`config.mk`:
```
export PLATFORM = sky130hd
export DESIGN_NAME = alu_sched
export DESIGN_NICKNAME = d
export VERILOG_FILES = /design/src/rtl/alu_sched_pkg.sv /design/src/rtl/alu_op_decode.sv /design/src/rtl/alu_sched.sv
export SDC_FILE = /design/constraint.sdc
export NUM_CORES = 1
export LEC_CHECK = 0
export ABC_AREA = 1
export ABC_CLOCK_PERIOD_IN_PS = 3400
export CAP_MARGIN = 15
export CORE_MARGIN = 3
export CORE_UTILIZATION = 25
export CTS_CLUSTER_DIAMETER = 30
export DETAILED_ROUTE_END_ITERATION = 10
export PLACE_DENSITY = 0.58
export SLEW_MARGIN = 20
export SYNTH_ARGS = -nofsm -noshare
export SYNTH_HDL_FRONTEND = slang
export SYNTH_SLANG_ARGS = --single-unit
```
`constraint.sdc`:
```
create_clock -name clk_i -period 3.4 [get_ports clk_i]
set_input_delay 0.51 -clock clk_i [delete_from_list [all_inputs] [get_ports clk_i]]
set_output_delay 0.51 -clock clk_i [all_outputs]
set_load 0.05 [all_outputs]
```
`src/rtl/alu_sched_pkg.sv`:
```
// Shared types and constants for the two-port ALU scheduler.
package alu_sched_pkg;

    localparam int unsigned ALU_NOPS = 25;

    typedef enum logic [4:0] {
        OP_ADDI  = 5'd0,
        OP_ADD   = 5'd1,
        OP_SUB   = 5'd2,
        OP_SLTU  = 5'd3,
        OP_SLTIU = 5'd4,
        OP_SLT   = 5'd5,
        OP_SLTI  = 5'd6,
        OP_XOR   = 5'd7,
        OP_XORI  = 5'd8,
        OP_OR    = 5'd9,
        OP_ORI   = 5'd10,
        OP_AND   = 5'd11,
        OP_ANDI  = 5'd12,
        OP_SLL   = 5'd13,
        OP_SLLI  = 5'd14,
        OP_SRL   = 5'd15,
        OP_SRLI  = 5'd16,
        OP_SRA   = 5'd17,
        OP_SRAI  = 5'd18,
        OP_JAL   = 5'd19,
        OP_JALR  = 5'd20,
        OP_LUI   = 5'd21,
        OP_AUIPC = 5'd22,
        OP_STORE = 5'd23,
        OP_LOAD  = 5'd24
    } alu_op_e;

    // Op is kept as raw bits so illegal codes 25..31 can be carried through.
    typedef struct packed {
        logic        valid;
        logic        owner;
        logic [4:0]  op;
        logic [31:0] src1;
        logic [31:0] src2;
        logic [31:0] imm;
        logic [31:0] pc;
    } iss_t;

    typedef struct packed {
        logic        valid;
        logic        owner;
        logic [31:0] result;
    } rsp_t;

endpackage

```
`src/rtl/alu_op_decode.sv`:
```
// Operation code to one-hot ALU strobe conversion; illegal codes give all zeros.
module alu_op_decode
    import alu_sched_pkg::*;
(
    input  logic [4:0]          op_i,
    output logic [ALU_NOPS-1:0] onehot_o
);

    always_comb begin
        onehot_o = '0;
        for (int unsigned n = 0; n < ALU_NOPS; n++) begin
            onehot_o[n] = (op_i == 5'(n));
        end
    end

endmodule

```
`src/rtl/alu_sched.sv`:
```
// Two-port scheduler sharing one combinational ALU through ISS and RSP register stages.
// Define ALU_SCHED_RR_EN for round-robin arbitration; otherwise port 0 has fixed priority.
module alu_sched
    import alu_sched_pkg::*;
#(
    parameter int unsigned TAG_W = 4
) (
    input  logic                  clk_i,
    input  logic                  reset_i,
    input  logic                  flush_i,
    input  logic [1:0]            req_valid_i,
    output logic [1:0]            req_ready_o,
    input  logic [1:0][4:0]       req_op_i,
    input  logic [1:0][31:0]      req_src1_i,
    input  logic [1:0][31:0]      req_src2_i,
    input  logic [1:0][31:0]      req_imm_i,
    input  logic [1:0][31:0]      req_pc_i,
    input  logic [1:0][TAG_W-1:0] req_tag_i,
    output logic [1:0]            rsp_valid_o,
    input  logic [1:0]            rsp_ready_i,
    output logic [31:0]           rsp_result_o,
    output logic [TAG_W-1:0]      rsp_tag_o,
    output logic [31:0]           alu_src1_o,
    output logic [31:0]           alu_src2_o,
    output logic [31:0]           alu_imm_o,
    output logic [31:0]           alu_pc_o,
    output logic [ALU_NOPS-1:0]   alu_op_onehot_o,
    input  logic [31:0]           alu_result_i
);

    iss_t                iss_q, iss_d;
    rsp_t                rsp_q, rsp_d;
    logic [TAG_W-1:0]    iss_tag_q, iss_tag_d;
    logic [TAG_W-1:0]    rsp_tag_q, rsp_tag_d;
    logic                prio;
    logic [1:0]          grant;
    logic                rsp_adv, iss_adv, hs, sel;
    logic [ALU_NOPS-1:0] dec_onehot;

`ifdef ALU_SCHED_RR_EN
    logic prio_q, prio_d;

    // Priority flips to the other port only on an actual handshake.
    always_comb prio_d = hs ? ~sel : prio_q;

    always_ff @(posedge clk_i) begin
        if (reset_i) prio_q <= 1'b0;
        else         prio_q <= prio_d;
    end

    assign prio = prio_q;
`else
    assign prio = 1'b0;
`endif

    always_comb begin
        grant = 2'b00;
        if (req_valid_i[prio])       grant[prio]  = 1'b1;
        else if (req_valid_i[!prio]) grant[!prio] = 1'b1;
    end

    assign rsp_adv     = !rsp_q.valid | rsp_ready_i[rsp_q.owner];
    assign iss_adv     = !iss_q.valid | rsp_adv;
    assign req_ready_o = grant & {2{iss_adv & !flush_i}};
    assign hs          = |req_ready_o;
    assign sel         = req_ready_o[1];

    always_comb begin
        iss_d     = iss_q;
        iss_tag_d = iss_tag_q;
        if (hs) begin
            iss_d.valid = 1'b1;
            iss_d.owner = sel;
            iss_d.op    = req_op_i[sel];
            iss_d.src1  = req_src1_i[sel];
            iss_d.src2  = req_src2_i[sel];
            iss_d.imm   = req_imm_i[sel];
            iss_d.pc    = req_pc_i[sel];
            iss_tag_d   = req_tag_i[sel];
        end else if (iss_adv) begin
            iss_d.valid = 1'b0;
        end
        if (flush_i) iss_d.valid = 1'b0;
    end

    // Result and tag only move on a real transfer so they stay stable while idle.
    always_comb begin
        rsp_d     = rsp_q;
        rsp_tag_d = rsp_tag_q;
        if (rsp_adv) begin
            rsp_d.valid = iss_q.valid;
            if (iss_q.valid) begin
                rsp_d.owner  = iss_q.owner;
                rsp_d.result = alu_result_i;
                rsp_tag_d    = iss_tag_q;
            end
        end
        if (flush_i) rsp_d.valid = 1'b0;
    end

    always_ff @(posedge clk_i) begin
        if (reset_i) begin
            iss_q     <= '0;
            iss_tag_q <= '0;
            rsp_q     <= '0;
            rsp_tag_q <= '0;
        end else begin
            iss_q     <= iss_d;
            iss_tag_q <= iss_tag_d;
            rsp_q     <= rsp_d;
            rsp_tag_q <= rsp_tag_d;
        end
    end

    alu_op_decode u_decode (
        .op_i     (iss_q.op),
        .onehot_o (dec_onehot)
    );

    assign alu_op_onehot_o = iss_q.valid ? dec_onehot : '0;
    assign alu_src1_o      = iss_q.src1;
    assign alu_src2_o      = iss_q.src2;
    assign alu_imm_o       = iss_q.imm;
    assign alu_pc_o        = iss_q.pc;

    assign rsp_valid_o  = {rsp_q.valid & rsp_q.owner, rsp_q.valid & !rsp_q.owner};
    assign rsp_result_o = rsp_q.result;
    assign rsp_tag_o    = rsp_tag_q;

endmodule

```
Yosys cells after proc, flatten, opt, wreduce, memory -nomap -nowiden
Index checks and enable logic that the tools add are counted.
- bits in registers: 177
- input bits: 313
- output and inout bits: 193
- word-level logic and storage cells: 72
- order comparisons: 2
- equality and inequality tests: 24
- mux-type cells: 19
- bitwise logic cells: 6
- reductions and logical operators: 9
- operators by type and width (cell ; number):
    32-bit two-way mux ; 8
    5-bit equality test, second input constant ; 9
    5-bit by 4-bit equality test with 1-bit output, second input constant ; 8
    25-bit two-way mux ; 1
    5-bit by 3-bit equality test with 1-bit output, second input constant ; 4
    5-bit by 2-bit equality test with 1-bit output, second input constant ; 2
    5-bit two-way mux ; 2
    4-bit two-way mux ; 2
    5-bit by 1-bit equality test with 1-bit output, second input constant ; 1
    5-bit zero test ; 1
    1-bit zero test ; 4
    1-bit by 2-bit < comparator with 1-bit output, second input constant ; 2
    1-bit two-way mux ; 4
    2-bit two-way mux ; 2
    2-bit OR reduction ; 2
    1-bit bitwise AND ; 3
    2-bit bitwise AND ; 1
    1-bit bitwise OR ; 2
    2-bit AND reduction ; 1
    2-bit nonzero test ; 1

Depth between registers and ports, before layout
- depth in word-level cells: 8
- depth in mapped cells: 10
- depth with buffers taken out: 8

Modules after synthesis
A second synthesis with hierarchy kept.
- cells, all modules: 1892
- area total of the unflattened synthesis: 10852.9 sq um
- by module, submodules not included (module ; times used ; cells an instance ; area an instance (sq um) ; sequential area each (sq um)):
    alu_sched ; 1 ; 1849 ; 10684.0 ; 3543.4
    alu_op_decode ; 1 ; 43 ; 168.9 ; 0.0

Least setup slack after synthesis
Ideal clock, no wire load.
- path kind: register to output
- start: reg iss_q[134] (netlist bit)
- end: out alu_op_onehot_o[16]
- arrival time: 2240 ps
- required time: 2890 ps
- path slack: 650 ps
- cell stages (with the launch flop): 4
- path buffers: 1
- cells stage by stage: dfxtp_1 -> buf_2 -> nand2_1 -> nor4_1
- longest elaborated chain between the ends: 1
- RTL lines (what ; RTL line ; source):
    start: declaration ; alu_sched.sv:31 ; iss_t iss_q, iss_d;
    start signal: assignment ; alu_sched.sv:108 ; iss_q <= iss_d;
    25-bit two-way mux ; alu_sched.sv:120 ; assign alu_op_onehot_o = iss_q.valid ? dec_onehot : '0;
    end: declaration ; alu_sched.sv:27 ; output logic [ALU_NOPS-1:0] alu_op_onehot_o,
Every way passes these cells.

Worst setup path in the final report
- start: in rsp_ready_i[1]
- end: out req_ready_o[0]
- longest elaborated chain between the ends: 6
- RTL lines (what ; RTL line ; source):
    start: declaration ; alu_sched.sv:20 ; input logic [1:0] rsp_ready_i,
    1-bit two-way mux (implied by the code) (2 in a row) ; alu_sched.sv:62 ; assign rsp_adv = !rsp_q.valid | rsp_ready_i[rsp_q.owner];
    1-bit bitwise OR ; alu_sched.sv:62 ;
    1-bit bitwise OR ; alu_sched.sv:63 ; assign iss_adv = !iss_q.valid | rsp_adv;
    1-bit bitwise AND ; alu_sched.sv:64 ; assign req_ready_o = grant & {2{iss_adv & !flush_i}};
    2-bit bitwise AND ; alu_sched.sv:64 ;
    end: declaration ; alu_sched.sv:12 ; output logic [1:0] req_ready_o,
Every way passes these cells. The select of a mux whose other input is x is not followed.

==> impl_metrics.csv <==
group,metric,value,unit
hold_path,hold_depth,2,
synthesis,avgSynthCellArea,5.82,um2
clock_tree,cts_buffer_depth,2,
setup_path,rr_worst_depth,6,
synthesis,yosysWarnings,0,
synthesis,synth-simple-area-share,0.387,
synthesis,seq_area_frac_synth,0.331,
placed_design,dp_hpwl,26300,um
synthesis,synth_adder_area_share,0,
synthesis,synth_area,10700,um2
sta,fin_crit,2.87,ns
global_route,first_global_vias,9925,
floorplanning,die_area,45300,um2
hold_path,worstHoldStart,"rsp_result_o[14]$_SDFFE_PP0P_",
detailed_routing,num_vias,10689,
power,powerDensity,385,nW/um2
synthesis,synth-seq-cells,177,
finish,synthToLayoutAreaGrowth,45.9,%
synthesis,synth_most_common_cell,"nand2_1",
synthesis,synth_cell_types,18,
finish,drive_gt1_frac,0.0383,
run,maxCapViolations,0,
sta,worst_clock_skew,0.00830,ns
sta,clock.fmax,348,MHz
clock_tree,postCtsHoldBufs,0,
sta,rsz0062_at_grt,"no",
synthesis,synth_top_family_by_area,"simple AND/OR/NAND/NOR gates",
detailed_routing,drtIter0Drc,553,
hold_path,holdPathEnd,"rsp_result_o[14]$_SDFFE_PP0P_",
clock_tree,clock_sinks,177,
setup_path,cp.arrival,2.36,ns
clock_tree,htreeDepth,4,
finish,fillers,4577,
setup_path,cp-start-kind,"input pin",
placed_design,port_buffers,505,
global_route,grt_max_degree,123,
power,leakagePower,7.75,nW
floorplanning,die_h,213,um
finish,layoutNonFillerInstCount,2680,
synthesis,synth_nets,2151,
sta,hold_violations,0,
setup_path,worstPathRequired,2.89,ns
sta,finalCritPeriodShare,0.844,
setup_path,endpoint_kind,"primary output",
floorplanning,ioPinCount,506,
synthesis,synth_common_cells,"nand2_1, nor2_1, inv_1",
floorplanning,start_util,0.254,
setup_path,worstPathMaxFanout,4,
finish,multi_input_area,4370,um2
detailed_routing,ant_nets,0,
synthesis,synthArstFlopShare,0,
setup_path,regToRegEndpoint,"alu_imm_o[10]$_SDFFE_PP0P_",
sta,finalMaxSlewViolations,0,
synthesis,synthFlopType,"dfxtp_1",
detailed_routing,vias_per_cell,3.99,
detailed_routing,drt-total-wl,35700,um
placed_design,gp_congestion,0.829,
global_route,grt_usage,0.152,
sta,setup-violations-final,0,
finish,seq_area,3540,um2
clock_tree,clk_pin_slew_worst_paths,0.07,ns
floorplanning,fp.coreArea,42100,um2
detailed_routing,drc,0,
synthesis,synth_top_area_cell,"dfxtp_1",
synthesis,synth-compound-area-share,0.0199,
sta,setup_tns,0,ns
global_route,overflow,0,
outcome,status,"finished clean",
global_route,antenna_found_initial,3,
floorplanning,dieWidth,213,um
synthesis,yosysTopAreaCellShare,0.331,
global_route,grt_pass1_wl,53500,um
synthesis,synth_enable_flop_cells,0,
clock_tree,clkLatencyLatePin,0.48,ns
setup_path,r2r_start,"iss_q[134]$_SDFFE_PP0P_",
clock_tree,cts_tree,"done",
finish,insertedDiodeCount,0,
hold_path,hold_path.class,"flop to flop",
floorplanning,core.rowCount,75,
synthesis,synth_cells,1838,
synthesis,synth-xor-area-share,0,
power,ir_worst_vdd,0.000307,V
placed_design,place_inst,2649,
synthesis,synth.mux.area_fraction,0,
sta,slew_headroom,0.576,
detailed_routing,wl_per_cell,13.3,um
finish,nNetsFinal,2442,
detailed_routing,first_pass_iters,4,
clock_tree,cts_buffers,17,
clock_tree,clockRootBuffer,"clkbuf_16",
sta,worst_pin_slew,0.634,ns
setup_path,r2r_setup_slack,1.24,ns
setup_path,critPathKind,"input pin to primary output",
clock_tree,post_cts_buffers,0,
clock_tree,cts.repair.resized,0,
synthesis,synthTopCellsByArea,"dfxtp_1, nand2_1, nor2_1",
[worst max-delay path, cell delays in order]
cell,delay (ns)
clkdlybuf4s50_1,0.47
nand2_1,0.08
nand4_2,0.17
nand3_1,0.21
inv_1,0.10
clkdlybuf4s50_1,0.80
[cells in the final DEF, fill, tap and decap left out]
cell	n
inv_2	1
o211ai_1	1
nand2_4	1
clkinv_4	2
a21oi_1	40
nand2_1	593
inv_1	284
nand4_2	1
inv_4	1
nand3_1	42
o21ai_0	1
nor3_1	2
clkinv_2	5
dfxtp_1	177
clkbuf_16	17
nor4_1	7
nand3_4	1
inv_6	3
clkbuf_8	2
buf_12	22
clkdlybuf4s50_1	479
buf_4	24
nor2_1	433
clkinvlp_4	2
[flip-flops by register name, indices dropped and copies added, names as in the netlist]
register	cells
rsp_result_o	32
iss_q	7
alu_src1_o	32
iss_tag_q	4
alu_imm_o	32
alu_pc_o	32
alu_src2_o	32
rsp_q	2
rsp_tag_o	4
[metrics by stage]
stage	area, um2	worst slack [ns]	power [mW]	hold WS, ns	utilization
3_5_place_dp	15100	0.497	4.18	0.452	0.358
3_3_place_gp	15100	0.515	4.16	0.449	0.358
5_1_grt	15600	0.299	6.38	0.481	0.371
6_report	15600	0.530	6.02	0.460	0.371
2_1_floorplan	10700	0.650	3.58	0.438	-
4_1_cts	15600	0.443	6.13	0.463	0.371
[report_power, final]
group	switching (mW)	leakage (nW)	internal, mW
clock network	0.933	0.266	0.969
logic	1.05	6.03	0.758
registers	0.0821	1.46	2.22
[layout make-up]
type / instances / area share
timing repair buffer: 525 / 0.347
multi-input combinational: 1122 / 0.280
clock inverter: 12 / 0.00537
inverter: 286 / 0.0689
clock buffer: 19 / 0.0290
sequential: 177 / 0.227
tap: 539 / 0.0432
[logic make-up after synthesis]
| logic type | Yosys count |
|---|---|
| AO/OA/AOI/OAI | 42 |
| buffers and inverters | 539 |
| flip-flops | 177 |
| AND/OR/NAND/NOR | 1080 |
[routing by layer]
| layer | global-route usage | vias to the layer above | routed length, um |
|---|---|---|---|
| li1 | - | 5691 | - |
| met1 | 0.173 | 4629 | 14800 |
| met2 | 0.253 | 319 | 16700 |
| met3 | 0.0701 | 44 | 3340 |
| met4 | 0.0530 | 6 | 767 |
| met5 | 0 | - | 43 |
[how the worst max path moves through the flow]
stage,cells after the start,startpoint,to,slack (ns)
after floorplan,3,iss_q[134]$_SDFFE_PP0P_,alu_op_onehot_o[16],0.65
after global placement,6,rsp_ready_i[1],req_ready_o[0],0.51
after detailed placement,6,rsp_ready_i[1],req_ready_o[0],0.50
after CTS,4,iss_q[134]$_SDFFE_PP0P_,req_ready_o[0],0.44
after global routing,4,iss_q[134]$_SDFFE_PP0P_,req_ready_o[0],0.30
final,6,rsp_ready_i[1],req_ready_o[0],0.53
Power figures use the tool's default switching activity.
